[src/rtl/bits_seq.sv]
// Byte-to-nibble sequencer: launches the BITS core, streams packet bytes from
// memory as high/low nibbles, then waits for core_done with a timeout.
module bits_seq #(
    parameter int TIMEOUT_CYCLES = 4096,
    parameter int AW             = 16
) (
    input  logic          clk,
    input  logic          reset,
    input  logic          start,
    input  logic [15:0]   expected_bytes,
    output logic          mem_rd,
    output logic [AW-1:0] mem_addr,
    input  logic          mem_rvalid,
    input  logic [7:0]    mem_rdata,
    output logic          core_start,
    output logic          nib_valid,
    output logic [3:0]    nib_data,
    input  logic          nib_ready,
    input  logic          core_done,
    output logic          busy,
    output logic          seq_done,
    output logic [1:0]    seq_err,
    output logic [2:0]    fsm_state
);

    // Nibble stream handshake: a nibble transfers on a rising edge where
    // nib_valid and nib_ready are both 1; nib_valid/nib_data hold until then.

    typedef enum logic [2:0] {
        IDLE      = 3'd0,
        LAUNCH    = 3'd1,
        FETCH     = 3'd2,
        WAIT_DATA = 3'd3,
        SEND_HI   = 3'd4,
        SEND_LO   = 3'd5,
        WAIT_DONE = 3'd6,
        FINISH    = 3'd7
    } state_t;

    localparam int TW = $clog2(TIMEOUT_CYCLES + 1);
    localparam logic [TW-1:0] T_LAST = TW'(TIMEOUT_CYCLES - 1);

    state_t        state;
    logic [AW-1:0] addr;
    logic [15:0]   remaining;
    logic [TW-1:0] tcnt;
    logic [7:0]    byte_q;

    assign mem_addr  = addr;
    assign fsm_state = state;

    always_ff @(posedge clk) begin
        if (reset) begin
            state      <= IDLE;
            addr       <= '0;
            remaining  <= '0;
            tcnt       <= '0;
            byte_q     <= '0;
            busy       <= 1'b0;
            seq_done   <= 1'b0;
            core_start <= 1'b0;
            mem_rd     <= 1'b0;
            nib_valid  <= 1'b0;
            nib_data   <= 4'd0;
            seq_err    <= 2'd0;
        end else begin
            core_start <= 1'b0;
            mem_rd     <= 1'b0;
            seq_done   <= 1'b0;
            case (state)
                IDLE: begin
                    if (start) begin
                        busy <= 1'b1;
                        if (expected_bytes != 16'd0) begin
                            remaining  <= expected_bytes;
                            addr       <= '0;
                            seq_err    <= 2'd0;
                            core_start <= 1'b1;
                            state      <= LAUNCH;
                        end else begin
                            seq_err <= 2'd1;
                            state   <= FINISH;
                        end
                    end
                end
                LAUNCH: begin
                    mem_rd <= 1'b1;
                    state  <= FETCH;
                end
                FETCH: begin
                    if (core_done) begin
                        seq_err <= 2'd2;
                        state   <= FINISH;
                    end else begin
                        state <= WAIT_DATA;
                    end
                end
                WAIT_DATA: begin
                    if (core_done) begin
                        seq_err <= 2'd2;
                        state   <= FINISH;
                    end else if (mem_rvalid) begin
                        byte_q    <= mem_rdata;
                        nib_valid <= 1'b1;
                        nib_data  <= mem_rdata[7:4];
                        state     <= SEND_HI;
                    end
                end
                SEND_HI: begin
                    if (core_done) begin
                        seq_err   <= 2'd2;
                        nib_valid <= 1'b0;
                        nib_data  <= 4'd0;
                        state     <= FINISH;
                    end else if (nib_ready) begin
                        nib_data <= byte_q[3:0];
                        state    <= SEND_LO;
                    end else begin
                        nib_data <= byte_q[7:4];
                    end
                end
                SEND_LO: begin
                    if (core_done) begin
                        seq_err   <= 2'd2;
                        nib_valid <= 1'b0;
                        nib_data  <= 4'd0;
                        state     <= FINISH;
                    end else if (nib_ready) begin
                        addr      <= addr + AW'(1);
                        remaining <= remaining - 16'd1;
                        nib_valid <= 1'b0;
                        nib_data  <= 4'd0;
                        tcnt      <= '0;
                        if (remaining > 16'd1) begin
                            mem_rd <= 1'b1;
                            state  <= FETCH;
                        end else begin
                            state <= WAIT_DONE;
                        end
                    end
                end
                WAIT_DONE: begin
                    // core_done wins over a timeout landing in the same cycle
                    if (core_done) begin
                        seq_err <= 2'd0;
                        state   <= FINISH;
                    end else if (tcnt == T_LAST) begin
                        seq_err <= 2'd3;
                        state   <= FINISH;
                    end else begin
                        tcnt <= tcnt + TW'(1);
                    end
                end
                FINISH: begin
                    seq_done <= 1'b1;
                    busy     <= 1'b0;
                    state    <= IDLE;
                end
                default: state <= IDLE;
            endcase
        end
    end

endmodule

[config.mk]
export PLATFORM = sky130hd
export DESIGN_NAME = bits_seq
export DESIGN_NICKNAME = d
export VERILOG_FILES = /design/src/rtl/bits_seq.sv
export SDC_FILE = /design/constraint.sdc
export NUM_CORES = 1
export LEC_CHECK = 0
export BUFFER_PORTS_ARGS = -buffer_cell sky130_fd_sc_hd__buf_2
export CAP_MARGIN = 0
export CORE_MARGIN = 1.5
export CORE_UTILIZATION = 51
export CTS_BUF_LIST = sky130_fd_sc_hd__clkbuf_16
export CTS_CLUSTER_SIZE = 25
export DETAILED_ROUTE_END_ITERATION = 6
export PLACE_DENSITY = 0.8
export SYNTH_ARGS = -nofsm -noshare
export SYNTH_HDL_FRONTEND = slang
export SYNTH_SLANG_ARGS = --single-unit
[constraint.sdc]
create_clock -name clk -period 1.9 [get_ports clk]
set_clock_uncertainty 0.2 [all_clocks]
set_input_delay 0.19 -clock clk [delete_from_list [all_inputs] [get_ports clk]]
set_output_delay 0.19 -clock clk [all_outputs]
set_load 0.02 [all_outputs]
-- After elaboration in Yosys (flattened, before gate mapping)
Cells that the tools add are included.
W data, S select, Z words.
- bitwise logic cells: 3
- multiplexer cells: 55
- add/sub/neg operators: 3
- equality and inequality tests: 22
- $lt $le $gt $ge: 1
- reduce and logical (&&, ||, !) cells: 17
- operator list (kind ; number):
    $mux W16 ; 8
    $pmux W16 S2 ; 2
    $mux W13 ; 4
    $mux W3 ; 12
    $pmux W13 S2 ; 1
    $mux W4 ; 6
    $pmux W3 S8 ; 1
    $reduce_and A5 Y1 ; 4
    $ne A2 B2 Y1 const B ; 9
    $add A16 B1 Y16 const B ; 1
    $gt A16 B1 Y1 const B ; 1
    $reduce_bool A16 Y1 ; 1
    $sub A16 B1 Y16 const B ; 1
    $add A13 B1 Y13 const B ; 1
    $eq A13 B12 Y1 const B ; 1
    $eq A3 B3 Y1 const B ; 4
    $mux W1 ; 12
    $ne A3 B3 Y1 const B ; 4
    $pmux W4 S3 ; 1
    $mux W2 ; 4
    $reduce_and A4 Y1 ; 2
    $eq A3 B2 Y1 const B ; 2
    $pmux W2 S3 ; 1
    $reduce_bool A2 Y1 ; 3
    11 further kinds ; 15
- output and inout bits: 30
- input port bits: 30
- flip-flop bits (word level): 67
- logic and storage cells: 113

-- Logic depth before layout (Yosys ltp)
Gate-level depths: netlist of the first run.
- word-level depth: 5
- mapped depth: 8
- mapped depth without buffers: 7

-- Least setup slack after synthesis of the first run
Ideal clock, no wire load.
- kind: reg2reg
- from: register state[1], in the netlist fsm_state[1]
- to: register state[1], in the netlist fsm_state[1]
- library setup time: 139 ps
- cell stages (with the launch flop): 8
- buffers on the path: 1
- arrival time: 1839 ps
- data required time: 1561 ps
- period minus slack after synthesis: 2178 ps
- setup slack: -278 ps
- cell sequence: dfxtp_1 buf_4 inv_1 ha_1 nor3_1 o21ai_0 a32oi_1 a221oi_1
- longest elaborated chain between the ends: 3
- elaborated cells between the ends (all ways): 15
- those cells by class: eq/ne: 12; mux: 1; reduce/logical: 2
- RTL lines (element ; line ; RTL):
    start: declaration ; 43 ; state_t state;
    start signal: assignment ; 54 ; state <= IDLE;
    start signal: assignment ; 79 ; state <= LAUNCH;
    start signal: assignment ; 82 ; state <= FINISH;
    $eq A3 B3 Y1 (tied with other cells) ; 70 ; case (state)
    $ne A3 B3 Y1 (no source line) or $ne A2 B2 Y1 (tied branches) ; -- ;
    $reduce_and A5 Y1 (no source line) ; -- ;
Parallel ways exist; a longest one is shown, timed or not.
A chain may end at the register's enable or synchronous reset.

-- Worst setup path after layout of the first run
- from: register state[2], in the netlist fsm_state[2]
- to: register remaining[1]
- longest elaborated chain between the ends: 3
- elaborated cells between the ends (all ways): 9
- those cells by class: eq/ne: 5; mux: 1; reduce/logical: 3
- RTL lines (element ; line ; RTL):
    $eq A3 B3 Y1 or $logic_not A3 Y1 (tied branches) ; 70 ;
    $ne A2 B2 Y1 (no source line) or $reduce_bool A2 Y1 (tied branches) ; -- ;
    $reduce_and A5 Y1 (no source line) ; -- ;
    end signal: assignment ; 75 ; remaining <= expected_bytes;
    end signal: assignment ; 130 ; remaining <= remaining - 16'd1;
    end: declaration ; 45 ; logic [15:0] remaining;
Parallel ways exist; a longest one is shown, timed or not.

==> results of run 1 <==
-- layout by cell type, fill, tap and decap left out, drive strengths merged, types with 6 or more instances in the layout --
master	synthesis	final
a211oi	14	14
a21oi	32	32
buf	22	156
clkbuf	8	10
dfxtp	67	67
dlygate4sd3	0	10
ha	7	7
inv	8	8
mux2i	10	10
nand2	45	45
nand2b	7	7
nand3	15	15
nand4	6	6
nor2	66	66
nor3	12	12
nor4	10	10
o2111ai	6	6
o21ai	27	27
xnor2	18	18
-- cells in the mapped netlist, drive strengths merged (3+ instances only) --
library cell  instances  area, µm²
nand2                45      171.4
buf                  22      138.9
a21o                  5      46.29
o31ai                 5      37.54
a311oi                5      43.79
nor2                 66      247.7
a221oi                3      43.80
and2                  3      18.77
and3                  5      31.28
nor2b                 5      31.28
xnor2                18      157.7
nand2b                7      43.79
a22o                  5      43.79
o21ai                27      138.9
a21oi                32      160.2
inv                   8      30.03
nor4                 10      62.56
and3b                 4      35.03
a211oi               14      105.1
dfxtp                67       1341
nand3                15      75.07
clkbuf                8      30.03
or3                   4      25.02
o211ai                5      42.54
ha                    7      87.58
nand4                 6      37.54
and4                  3      26.28
nor3                 12      60.06
mux2i                10      100.1
xor2                  5      43.79
o2111ai               6      52.55
nand3b                4      30.03
mux2                  5      56.30
-- state kept, by name, indices dropped and copies added (netlist names) --
register and count:
tcnt 13, mem_addr 16, busy 1, mem_rd 1
core_start 1, seq_done 1, nib_data 4, remaining 16
fsm_state 3, nib_valid 1, seq_err 2, byte_q 8
-- power groups by stage --
stage	Sequential [W]	Combinational, W	Clock (W)
global route	0.00164	0.00169	0.00199
detailed placement	0.00164	0.00134	0
global placement	0.00164	0.00131	0
CTS	0.00162	0.00140	0.00193
floorplan	0.00168	0.000764	0
finish	0.00163	0.00157	0.00192
-- stage by stage --
step	utilization, %	setup TNS [ns]	setup WS, ns	hold WS (ns)	instance area (µm²)
2_1_floorplan	-	0	0.005601	0.1369	3835
3_3_place_gp	64.93	-0.01923	-0.008248	0.2278	4710
3_5_place_dp	64.93	-2.195	-0.1121	0.2379	4710
4_1_cts	72.14	-0.05577	-0.02370	0.006077	5233
5_1_grt	75.95	-3.124	-0.1507	0.03692	5509
6_report	75.95	-0.6211	-0.05656	0.02019	5509
-- layer usage --
metal	global-route usage, %	vias to the layer above	wire length [µm]	part of all wire (%)
met4	10.49	0	227	1.9
met3	6.581	28	793	6.6
li1	-	2019	-	-
met2	49.25	189	5883	49
met5	0	-	0	0
met1	35.94	2057	5037	42
-- repair_timing --
item | CTS | global route
pin swaps | 4 | 19
buffers inserted | 4 | 13
cloned | 0 | 1
resized for setup | 11 | 42
endpoints found under the setup margin | 20 | 48
endpoints found under the hold margin | 14 | 0
hold buffers | 10 | 0
-- path summary, 6_finish.rpt --
kind	startpoint	end	slack (ns)	cells past startpoint
hold reg to reg	remaining[11]	remaining[11]	0.29	2
setup / recovery	fsm_state[2]	remaining[1]	-0.06	7
setup reg to reg	fsm_state[2]	remaining[1]	-0.06	7
hold / removal	reset	mem_addr[2]	0.02	2
-- final cells by class --
| type | count | area, µm² | share of cell area (%) |
|---|---|---|---|
| Timing Repair Buffer | 167 | 1192 | 21.64 |
| Tap cell | 99 | 123.9 | 2.248 |
| Inverter | 8 | 30.03 | 0.5451 |
| Clock inverter | 7 | 116.4 | 2.112 |
| Sequential cell | 67 | 1363 | 24.73 |
| Clock buffer | 9 | 225.2 | 4.088 |
| Multi-Input combinational cell | 368 | 2459 | 44.63 |
-- cells by family (layout without fill, tap and decap cells) --
group	count (synthesis)	in the layout	share of synthesized area, %
simple gates	202	202	26.19
compound gates	121	121	21.87
flops	67	67	35.09
buf+inv	38	191	5.205
xor+xnor	23	23	5.270
mux	15	15	4.092
fa+ha+maj	7	7	2.291
-- worst max-delay path, cell delays in order (launching register included) --
cell,delay [ns]
dfxtp_4,0.37
buf_6,0.13
or3b_4,0.39
nand2_1,0.13
o211ai_2,0.14
buf_12,0.18
a211oi_1,0.22
a211oi_1,0.07
==> impl_metrics.json, run 1 <==
{
  "grt_pass1_vias": 3834,
  "hold_viol_final": 0,
  "hpwl_um": 7500,
  "io_buffers": 59,
  "worstMarginPinSlew_ns": 0.6571,
  "dieArea_mm2": 0.008024,
  "drv_slew": 0,
  "setup_viol": 32,
  "drive_above_1_share_pct": 35.78,
  "endpoint_kind": "flop",
  "initial_utilization_pct": 52.70,
  "finalNonFillerCells": 725,
  "p_sw_share_pct": 31.33,
  "cts.sinks": 67,
  "slew_headroom_pct": 56.00,
  "cp_max_fo": 21,
  "drt-initial-drc-count": 333,
  "clk_path_buf_depth": 2,
  "arrival_ns": 1.97,
  "antenna_left": 0,
  "fin_total_pwr_w": 0.005118,
  "status": "finished with violations",
  "postLayoutSetupSlackWorst_ns": -0.05656,
  "pin_count": 60,
  "gr-total-overflow": 0,
  "grt_max_degree": 31,
  "die_w_um": 89.58,
  "crit_type": "reg -> reg",
  "ys_types": 63,
  "synth_flop_cell": "dfxtp_1",
  "vias": 4293,
  "drt-wirelength-per-cell_um": 16.47,
  "clk_pin_slew_ns": 0.06,
  "yosysSeqAreaShare_pct": 35.09,
  "htreeDepth": 3,
  "min_path_type": "in -> reg",
  "gp_congestion": 0.9482,
  "required_ns": 1.91,
  "rsz0062_at_grt": "true",
  "cts_tree": "done",
  "antenna_cells": 0,
  "irDropWorstVdd_mv": 0.6532,
  "violations": "negative setup slack",
  "synth_seq_cells": 67,
  "drt-pass1-iter-count": 5,
  "synth-edff-count": 0,
  "nets": 658,
  "syn_to_final_growth_pct": 44.12,
  "viasPerCell": 5.921,
  "synthArstFlopShare_pct": 0,
  "power_frac_seq_pct": 31.8,
  "grt_usage_pct": 28.99,
  "start_kind": "flop",
  "pwr-share-comb_pct": 30.7,
  "cts_buffers": 9,
  "fp.dieH_um": 89.58,
  "clock_latency_ns": 0.34,
  "finalCritPeriodShare_pct": 103.0,
  "core_area_mm2": 0.007253,
  "pwr-share-clk_pct": 37.5,
  "yosysWarnings": 0,
  "fillCellCount": 490,
  "leakage_nw": 2.268,
  "cts_root_buffer": "clkbuf_16",
  "antenna_found_initial": 0,
  "p_int_w": 0.003515,
  "grt_pass1_wl_um": 17910,
  "wirelength_um": 11940,
  "syn_area_mm2": 0.003822,
  "switching_power_w": 0.001604,
  "syn_avg_cell_area_um2": 8.081,
  "synthCells": 473,
  "max_freq_ghz": 0.5111,
  "rows": 31,
  "remaining_drc_errors": 0,
  "synth_nets": 510,
  "place_inst": 681,
  "p_per_area_mw_per_mm2": 929.0,
  "max_cap_viol_count": 0,
  "period_needed_ns": 1.957
}
(Power assumes the default switching activity.)
==> run 2, diff against run 1 <==
Settings changed: PLACE_DENSITY 0.8 to 0.83.
==> run 2 against run 1 <==
  * Final cell count down 1.4%
  * First-iteration DRC count shrank 29%
  * Sequential share of layout area rose by 0.72 points
  * Critical path depth down 1
  * Wire length decreased by 4.4%
  * Hold slack worse by 0.0090 ns
  * The flow still finishes with violations (negative setup slack)
  * Setup slack better by 0.033 ns
  * Via count down 2.4%
  * Sequential power hardly changed
  * Power fell by 6.7%
  * Cell area shrank 3.4%
  * Clock power down 16%
  * Highest routed layer unchanged
==> impl_metrics.json, run 2 (synthesis results as in run 1) <==
{
  "finalInstanceArea_mm2": 0.005324,
  "hold_end": "remaining[9]",
  "clock_latency_ns": 0.34,
  "nets": 648,
  "p_per_area_mw_per_mm2": 896.6,
  "leakage_nw": 2.187,
  "dieArea_mm2": 0.008024,
  "drt-pass1-iter-count": 5,
  "rows": 31,
  "status": "finished with violations",
  "antenna_cells": 0,
  "cp_max_fo": 5,
  "worstMarginPinSlew_ns": 0.4858,
  "irDropWorstVdd_mv": 0.6093,
  "drv_slew": 0,
  "period_needed_ns": 1.924,
  "antenna_found_initial": 0,
  "worstReg2RegEnd": "seq_err[1]",
  "crit_type": "reg -> reg",
  "regToRegStartpoint": "tcnt[5]",
  "required_ns": 1.93,
  "cts_root_buffer": "clkbuf_16",
  "finalNonFillerCells": 715,
  "cts_buffers": 9,
  "path_cells": "nand4_1 > buf_4 > o41ai_4 > a21o_1 > o211ai_1 > a221oi_1",
  "drt-wirelength-per-cell_um": 15.96,
  "pwr-share-comb_pct": 31.9,
  "vias": 4190,
  "pwr-share-clk_pct": 33.8,
  "postLayoutSetupSlackWorst_ns": -0.02362,
  "grt_max_degree": 38,
  "setup_viol": 10,
  "core_area_mm2": 0.007253,
  "initial_utilization_pct": 52.70,
  "cts.sinks": 67,
  "pin_count": 60,
  "switching_power_w": 0.001566,
  "final-seq-area_mm2": 0.001355,
  "whs_path_depth": 4,
  "hpwl_um": 7279,
  "cp_slowest_stage_delay_ns": 0.33,
  "hold_viol_final": 0,
  "min_path_type": "in -> reg",
  "layout_common_cells": "buf_4 (82), nor2_1 (64), dfxtp_1 (62)",
  "place_area_mm2": 0.004674,
  "arrival_ns": 1.96,
  "clk_path_buf_depth": 2,
  "fp.dieH_um": 89.58,
  "rr_worst_depth": 6,
  "grt_usage_pct": 27.46,
  "syn_to_final_growth_pct": 39.28,
  "hp-start": "expected_bytes[9]",
  "endpoint_kind": "flop",
  "fillCellCount": 508,
  "place_inst": 678,
  "multi_input_area_mm2": 0.002441,
  "drt-initial-drc-count": 237,
  "rsz0062_at_grt": "true",
  "crit_buf_inv": 1,
  "cp_slowest_cell": "dfxtp_2",
  "remaining_drc_errors": 0,
  "antenna_left": 0,
  "gr-total-overflow": 0,
  "crit_family": "compound AO/OA/AOI/OAI gates",
  "p_int_w": 0.003208,
  "slew_headroom_pct": 67.31,
  "viasPerCell": 5.860,
  "p_sw_share_pct": 32.81,
  "violations": "negative setup slack",
  "cts_tree": "done",
  "setup_tns_ns": -0.1208,
  "io_buffers": 59,
  "final_common_cell": "buf_4",
  "max_cap_viol_count": 0,
  "grt_pass1_vias": 3843,
  "clk_pin_slew_ns": 0.06,
  "power_frac_seq_pct": 34.3,
  "max_freq_ghz": 0.5199,
  "gp_congestion": 0.8883,
  "grt_pass1_wl_um": 17330,
  "wirelength_um": 11410,
  "htreeDepth": 3,
  "r2r_setup_slack_ns": -0.02,
  "start_kind": "flop",
  "finalCritPeriodShare_pct": 101.2,
  "die_w_um": 89.58,
  "drive_above_1_share_pct": 34.09
}
-- run 2: cell count changes in the layout (fill, tap and decap cells not counted), sizes merged --
cell / before / now
clkinv: 3 / 5
dlygate4sd3: 10 / 9
bufinv: 3 / 1
clkinvlp: 1 / 0
clkbuf: 10 / 9
buf: 156 / 148
inv: 8 / 9
-- run 2: per-layer routing --
metal	track usage, %	up-vias	part of all wire [%]
met1	32.02	2023	41
met3	3.748	22	5.6
met2	50.41	147	52
met5	0	-	0
met4	11.05	0	1.6
li1	-	1998	-
-- run 2: repair_timing --
item | 4_1_cts | 5_1_grt
pin swaps | 4 | 19
setup endpoints to repair | 15 | 45
gates resized for setup | 6 | 40
buffers inserted | 2 | 11
endpoints found under the hold margin | 13 | 0
hold buffers | 9 | 0
gates cloned | 0 | 0
-- run 2: tightest hold or removal path, cell delays in order --
cell     delay (ns)
buf_2          0.11
nand2_1        0.05
a21o_1         0.10
a21oi_1        0.05
-- run 2: per-stage QoR --
stage	power, W	hold slack [ns]	setup WS, ns	utilization, %
global route	0.004996	0.04742	-0.1264	73.40
detailed placement	0.002954	0.2384	-0.1069	64.45
CTS	0.004588	0.01491	-0.003863	70.14
global placement	0.002913	0.2279	-0.01001	64.45
floorplan	0.002446	0.1369	0.005601	-
finish	0.004773	0.01124	-0.02362	73.40
-- run 2: how the worst max path moves through the flow --
stage	end	slack (ns)	cells past startpoint	startpoint
after global routing	fsm_state[1]	-0.13	6	tcnt[3]
after global placement	fsm_state[1]	-0.01	6	tcnt[0]
final	seq_err[1]	-0.02	6	tcnt[5]
after CTS	tcnt[9]	-0.004	7	tcnt[6]
after floorplan	fsm_state[1]	0.006	7	fsm_state[1]
after detailed placement	seq_err[1]	-0.11	6	tcnt[0]
-- run 2: layout make-up --
class                   count  area share, %
repair buffers            157          20.45
clock buffers               9          4.230
multi-input cells         368          45.85
clock inverters             7          1.128
flip-flops and latches     67          25.45
well taps                  99          2.327
inverters                   8         0.5640
-- run 2: power groups by stage --
stage / Combinational [W] / Clock, W / Sequential (W)
after floorplan: 0.000764 / 0 / 0.00168
after global placement: 0.00127 / 0 / 0.00164
after detailed placement: 0.00130 / 0 / 0.00165
after CTS: 0.00135 / 0.00161 / 0.00162
after global routing: 0.00164 / 0.00170 / 0.00165
final: 0.00152 / 0.00162 / 0.00164
